### src/rtl/eth_rx_port_arbiter.sv
// -----------------------------------------------------------------------------
// eth_rx_port_arbiter
//
// Merges NUM_PORTS AXI-stream RX lanes into a single output stream. Arbitration
// works on whole packets and is round-robin: once a port is granted, its beats
// pass combinationally to the output until its tlast beat is accepted.
// Ports whose PHY link is down are flushed. Each packet flushed this way is
// counted in a saturating per-port drop counter. Each forwarded packet also
// restarts that port's activity LED hold timer.
//
// Ports
//   clk156          sole clock (156.25 MHz)
//   aresetn         asynchronous active-low reset
//   link_up         per-port PHY link status
//   s_axis_*        flattened RX streams, port i on lane i
//   s_axis_tready   per-port ready (grant pass-through, back-pressure or flush)
//   m_axis_*        merged stream; m_axis_tdest carries the source port
//   drop_count      per-port 16-bit saturating dropped-packet counters
//   led             per-port activity indicators
// -----------------------------------------------------------------------------
module eth_rx_port_arbiter #(
    parameter int NUM_PORTS  = 4,
    parameter int DATA_WIDTH = 64,
    parameter int ID_WIDTH   = 2,
    parameter int LED_HOLD   = 15625000
) (
    input  logic                               clk156,
    input  logic                               aresetn,
    input  logic [NUM_PORTS-1:0]               link_up,
    input  logic [NUM_PORTS*DATA_WIDTH-1:0]    s_axis_tdata,
    input  logic [NUM_PORTS*(DATA_WIDTH/8)-1:0] s_axis_tkeep,
    input  logic [NUM_PORTS-1:0]               s_axis_tvalid,
    input  logic [NUM_PORTS-1:0]               s_axis_tlast,
    input  logic [NUM_PORTS-1:0]               s_axis_tuser,
    output logic [NUM_PORTS-1:0]               s_axis_tready,
    output logic [DATA_WIDTH-1:0]              m_axis_tdata,
    output logic [DATA_WIDTH/8-1:0]            m_axis_tkeep,
    output logic                               m_axis_tvalid,
    output logic                               m_axis_tlast,
    output logic                               m_axis_tuser,
    output logic [ID_WIDTH-1:0]                m_axis_tdest,
    input  logic                               m_axis_tready,
    output logic [NUM_PORTS*16-1:0]            drop_count,
    output logic [NUM_PORTS-1:0]               led
);

    localparam int KEEP_WIDTH = DATA_WIDTH / 8;
    localparam int PTR_W      = (NUM_PORTS > 1) ? $clog2(NUM_PORTS) : 1;
    localparam int LED_W      = (LED_HOLD > 0) ? $clog2(LED_HOLD + 1) : 1;

    generate
        if (NUM_PORTS < 1 || NUM_PORTS > 8) begin : g_bad_ports
            $error("eth_rx_port_arbiter: NUM_PORTS must be 1..8");
        end
        if ((2 ** ID_WIDTH) < NUM_PORTS) begin : g_bad_id
            $error("eth_rx_port_arbiter: ID_WIDTH too narrow for NUM_PORTS");
        end
    endgenerate

    // Saturating increment for the drop counters: they stick at all-ones.
    function automatic logic [15:0] sat_inc16(input logic [15:0] v);
        return (v == 16'hFFFF) ? v : v + 16'd1;
    endfunction

    // Round-robin successor of a port index.
    function automatic logic [PTR_W-1:0] next_port(input logic [PTR_W-1:0] p);
        return (p == PTR_W'(NUM_PORTS - 1)) ? '0 : p + PTR_W'(1);
    endfunction

    typedef enum logic {
        IDLE = 1'b0,
        PASS = 1'b1
    } state_t;

    state_t           state, state_nxt;
    logic [PTR_W-1:0] grant, grant_nxt;
    logic [PTR_W-1:0] rr_ptr, rr_ptr_nxt;

    // Reset release is brought into the clock domain through two flops.
    // Assertion is immediate; arbitration and link-down flushing stay
    // disabled until the synchronised release reaches run_en.
    logic [1:0] rst_sync;
    logic       run_en;

    always_ff @(posedge clk156 or negedge aresetn) begin
        if (!aresetn) begin
            rst_sync <= 2'b00;
        end else begin
            rst_sync <= {rst_sync[0], 1'b1};
        end
    end

    assign run_en = rst_sync[1];

    // Request scan: first requesting, link-up port at or after rr_ptr.
    logic [NUM_PORTS-1:0] req;
    logic                 scan_hit;
    logic [PTR_W-1:0]     scan_pick;

    assign req = s_axis_tvalid & link_up;

    always_comb begin
        int idx;
        idx       = 0;
        scan_hit  = 1'b0;
        scan_pick = '0;
        // Walk from the farthest candidate back to rr_ptr so the nearest
        // requester is the one left standing.
        for (int k = NUM_PORTS - 1; k >= 0; k--) begin
            idx = int'(rr_ptr) + k;
            if (idx >= NUM_PORTS) begin
                idx = idx - NUM_PORTS;
            end
            if (req[idx]) begin
                scan_hit  = 1'b1;
                scan_pick = PTR_W'(idx);
            end
        end
    end

    // Output mux: a straight copy of the granted lane while in PASS.
    always_comb begin
        m_axis_tvalid = 1'b0;
        m_axis_tdata  = '0;
        m_axis_tkeep  = '0;
        m_axis_tlast  = 1'b0;
        m_axis_tuser  = 1'b0;
        m_axis_tdest  = '0;
        if (state == PASS) begin
            m_axis_tvalid = s_axis_tvalid[grant];
            m_axis_tdata  = s_axis_tdata[int'(grant)*DATA_WIDTH +: DATA_WIDTH];
            m_axis_tkeep  = s_axis_tkeep[int'(grant)*KEEP_WIDTH +: KEEP_WIDTH];
            m_axis_tlast  = s_axis_tlast[grant];
            m_axis_tuser  = s_axis_tuser[grant];
            m_axis_tdest  = ID_WIDTH'(grant);
        end
    end

    logic fwd_last;
    assign fwd_last = (state == PASS) && m_axis_tvalid && m_axis_tready && m_axis_tlast;

    // Per-port ready, flush detection and activity indicators.
    logic [NUM_PORTS-1:0] granted;
    logic [NUM_PORTS-1:0] flush_rdy;
    logic [NUM_PORTS-1:0] flush_last;
    logic [NUM_PORTS-1:0] fwd_last_port;
    logic [15:0]          drop_cnt [NUM_PORTS];
    logic [LED_W-1:0]     hold_cnt [NUM_PORTS];

    genvar gi;
    generate
        for (gi = 0; gi < NUM_PORTS; gi++) begin : g_port
            assign granted[gi]       = (state == PASS) && (int'(grant) == gi);
            // A granted port keeps its grant even if its link drops, so the
            // packet in flight finishes before flushing takes over.
            assign flush_rdy[gi]     = !link_up[gi] && !granted[gi] && run_en;
            assign s_axis_tready[gi] = granted[gi] ? m_axis_tready : flush_rdy[gi];
            assign flush_last[gi]    = flush_rdy[gi] && s_axis_tvalid[gi] && s_axis_tlast[gi];
            assign fwd_last_port[gi] = fwd_last && granted[gi];
            assign drop_count[gi*16 +: 16] = drop_cnt[gi];
            assign led[gi]           = (hold_cnt[gi] != '0);
        end
    endgenerate

    always_ff @(posedge clk156 or negedge aresetn) begin
        if (!aresetn) begin
            for (int i = 0; i < NUM_PORTS; i++) begin
                drop_cnt[i] <= '0;
            end
        end else begin
            for (int i = 0; i < NUM_PORTS; i++) begin
                if (flush_last[i]) begin
                    drop_cnt[i] <= sat_inc16(drop_cnt[i]);
                end
            end
        end
    end

    // LED is lit while the hold counter is non-zero; a new packet reloads it.
    always_ff @(posedge clk156 or negedge aresetn) begin
        if (!aresetn) begin
            for (int i = 0; i < NUM_PORTS; i++) begin
                hold_cnt[i] <= '0;
            end
        end else begin
            for (int i = 0; i < NUM_PORTS; i++) begin
                if (fwd_last_port[i]) begin
                    hold_cnt[i] <= LED_W'(LED_HOLD);
                end else if (hold_cnt[i] != '0) begin
                    hold_cnt[i] <= hold_cnt[i] - LED_W'(1);
                end
            end
        end
    end

    // Arbitration FSM.
    always_ff @(posedge clk156 or negedge aresetn) begin
        if (!aresetn) begin
            state  <= IDLE;
            grant  <= '0;
            rr_ptr <= '0;
        end else begin
            state  <= state_nxt;
            grant  <= grant_nxt;
            rr_ptr <= rr_ptr_nxt;
        end
    end

    always_comb begin
        state_nxt  = state;
        grant_nxt  = grant;
        rr_ptr_nxt = rr_ptr;
        case (state)
            IDLE: begin
                if (run_en && scan_hit) begin
                    state_nxt = PASS;
                    grant_nxt = scan_pick;
                end
            end
            PASS: begin
                if (fwd_last) begin
                    state_nxt  = IDLE;
                    rr_ptr_nxt = next_port(grant);
                end
            end
            default: state_nxt = IDLE;
        endcase
    end

endmodule
### config.mk
export PLATFORM = sky130hd
export DESIGN_NAME = eth_rx_port_arbiter
export DESIGN_NICKNAME = d
export VERILOG_FILES = /design/src/rtl/eth_rx_port_arbiter.sv
export SDC_FILE = /design/constraint.sdc
export NUM_CORES = 1
export LEC_CHECK = 0
export CAP_MARGIN = 10
export CORE_AREA = 2 2 179 181
export CTS_BUF_LIST = sky130_fd_sc_hd__clkbuf_16
export CTS_CLUSTER_SIZE = 30
export DETAILED_ROUTE_END_ITERATION = 8
export DIE_AREA = 0 0 181 183
export GPL_TIMING_DRIVEN = 0
export PLACE_DENSITY = 0.72
export SYNTH_ARGS = -nofsm -noshare
export SYNTH_HDL_FRONTEND = slang
export SYNTH_SLANG_ARGS = --single-unit
### constraint.sdc
create_clock -name clk156 -period 2.8 [get_ports clk156]
set_input_delay 0.28 -clock clk156 [delete_from_list [all_inputs] [get_ports clk156]]
set_output_delay 0.28 -clock clk156 [all_outputs]
set_load 0.05 [all_outputs]
==> impl_results.md <==
* Drt total wl at 47100 um
* IO Port Bufs at 455
* Rows at 65
* I/O pin total at 456
* # fillers at 2832
* Die X at 181 um
* Utilization after layout at 53.7%
* Crit. End Element: output port
* DIE HEIGHT at 183 um
* Synth area leaders: dfrtp_1 38%, mux4_2 15%, and2_1 4.7%, xor2_1 4.3%, xnor2_1 3.6%
* Arrival time worst endpoint at 2.45 ns
* Clock sink count at 167
* Core area at 31200 sq um
* DR vias at 11000
* Total grt overflow at 0
* Max stage delay on crit path at 0.44 ns
* Fraction of layout instances using a drive strength above 1 at 15.7%
* Seq cells post-synth at 167
* Synthesized area at 11000 sq um
* R2R setup slack at 0.27 ns
* Lkg Pwr at 0.00641 uW
* Total die area at 33100 sq um
* Layout net count at 1856
* Hold path depth at 0
* Initial Util at 35.2%
* Place WS at -1.23 ns
* Clock root buffer: clkbuf_16
* YS warnings at 0
* Bufs on Longest Clock Path at 2
* Antenna violations before repair at 17
* Startpoint types: register
* Final setup margin at 0.0713 ns
* Final Setup Violations at 0
* Initial DRC count at 897
* Period utilization at 97.5%
* Vias in the first global route at 10900
* Mean Syn Cell Area at 10.5 sq um
* Status: complete, no violations
* Area Growth Syn to Fin at 52.6%
* Hold_ws at 0.366 ns
* Critical path launch point: grant[1]
* Post-layout min period at 2.73 ns
* Clk_skew at 0.0127 ns
* Max VDD drop at 0.000679 V
* ANT nets after route at 0
* R2R depth at 9
* Vias per cell at 5.62
* EDFF count, synth at 0
* Reg-to-reg endpoint: drop_count[10]
* Pre-antenna DRT Iters at 5
* Yosys cell types at 73
* Worst-margin pin slew at 0.881 ns
* Critical R2R Launch: grant[1]
* Clock slew at reported path FFs at 0.07 ns
* Setup CP Type: reg -> out
* HPWL reported at the end of detailed placement at 38400 um
* Hold path start: rst_sync[0]
* Max-slew violations at 0
* Ys flop type: dfrtp_1
* CP required at 2.52 ns
* Inserted Clock Buffers at 17
* TritonCTS clock tree: done
* Hold EP: rst_sync[1]
* Hold WC Path Type: reg -> reg
* PwrDens at 925 nW/um^2
* Clock Latency Late Sink at 0.43 ns
* Max-slew headroom at 40.8%
* Slowest cell on crit path: mux4_2
* Crit-path cells: clkbuf_4 > buf_8 > buf_4 > mux4_2 > and2_1 > clkdlybuf4s15_2
* Top cell type's share of synthesized area at 38.0%
* Final hold vios at 0
* CP max FO at 10
* Ys async rst share at 100%
* First-pass GRT wire length at 68800 um
* Fmax at 366 MHz
* Max-Cap Viols at 0
* Htree depth at 4
* Post-synthesis instance total at 1044
* GPL Wtd Cong at 0.937
* Pin count of the biggest net entering global routing at 89
* DRC viols at 0
* Post-DR wirelength/cell at 24.2 um
* Overall routing resource usage at 28.0%
* Sequential fraction of the synthesis area at 38.0%
* Leading area contributor after synthesis: dfrtp_1
* Synth Net Count at 1367
-- sequential cells by signal (all words and copies together), names as in the netlist --
name and flops:
rr_ptr 2, hold_cnt 96, state 1, drop_count 64
grant 2, rst_sync 2
-- per-layer routing --
metal | vias to the layer above | wire (um) | track usage [%]
met5 | - | 97 | 0
met4 | 14 | 1210 | 7.28
met3 | 87 | 5040 | 11.0
met2 | 479 | 21600 | 43.3
met1 | 5487 | 19200 | 36.8
li1 | 4894 | - | -
-- layout by cell type, fill, tap and decap left out, types with 21 or more instances in the layout --
cell,n
clkdlybuf4s50_1,369
dfrtp_1,167
and2_1,83
mux4_2,75
nand2_1,73
nor2_1,72
xor2_1,54
nand4_1,47
xnor2_1,45
nand3_1,39
buf_2,34
dlygate4sd2_1,32
o21ai_0,28
nor3_1,26
clkbuf_1,25
or3_1,23
a21oi_1,21
-- cells in the mapped netlist (all sizes together) (10+ instances only) --
cell type / count
o31ai: 20
nor2: 72
o211ai: 18
nor2b: 10
nor3: 30
or4: 22
ha: 16
inv: 20
nand3: 40
dfrtp: 167
a21oi: 21
o21ai: 30
clkbuf: 36
and2: 83
nor4: 14
nand2b: 10
buf: 15
nand2: 76
xor2: 54
or3: 24
xnor2: 45
nand4: 47
mux4: 75
-- cell families (layout without fill, tap and decap cells) --
family / after synthesis / after routing / share of synthesized area [%]
other cells: 1 / 4 / 0.0341
fa+ha+maj: 16 / 16 / 1.82
mux: 86 / 86 / 16.5
flops: 167 / 167 / 38.0
simple gates: 472 / 472 / 24.7
buf+inv: 71 / 572 / 2.59
compound gates: 132 / 132 / 8.46
xor+xnor: 99 / 99 / 7.89
-- report_power, final --
group          leakage [uW]  switching (uW)  internal [uW]
Sequential          0.00197             712           2990
Clock              0.000291            1000           1390
Combinational       0.00415            5970           3440
-- worst max-delay path by stage --
stage,end,slack (ns),cells past startpoint
floorplan,drop_count[26],0.05,10
global placement,drop_count[32],-5.58,1
detailed placement,drop_count[26],-1.23,10
CTS,m_axis_tdata[26],-0.07,6
global route,m_axis_tdata[58],-0.005,5
finish,m_axis_tdata[22],0.07,6
-- critical path, delay by kind of cell (launching register included) --
kind | cells | cell delay [ns]
muxes | 1 | 0.44
DFF | 1 | 0.39
and+or+nand+nor | 1 | 0.22
buffers and inverters | 4 | 0.95
-- area by class of cell --
class,instances,area [sq um],area share (%)
buffer,50,323,1.93
clock inverter,14,160,0.955
multi-input combinational,806,6600,39.4
tap,402,503,3.00
clock buffer,17,425,2.54
sequential,167,4180,24.9
inverter,20,75.1,0.448
timing repair buffer,471,4490,26.8
antenna,3,7.51,0.0448
-- metrics by stage --
step,area (sq um),TNS [ns],total power (uW),std cells
2_1_floorplan,11000,0,9760,1044
3_3_place_gp,16000,-1021.38,13300,1901
3_5_place_dp,16100,-96.14,13400,1902
4_1_cts,16600,-0.0745,15500,1936
5_1_grt,16800,-0.0129,16300,1947
6_report,16800,0,15500,1950
-- timing repair --
action                                  in CTS  in global routing
hold buffers                                 1                  0
resized for setup                          300                 42
hold endpoints to repair                    79                  0
endpoints found under the setup margin     191                 67
pin swaps                                    2                  6
buffers inserted                             2                 12
(Power assumes the default switching activity.)
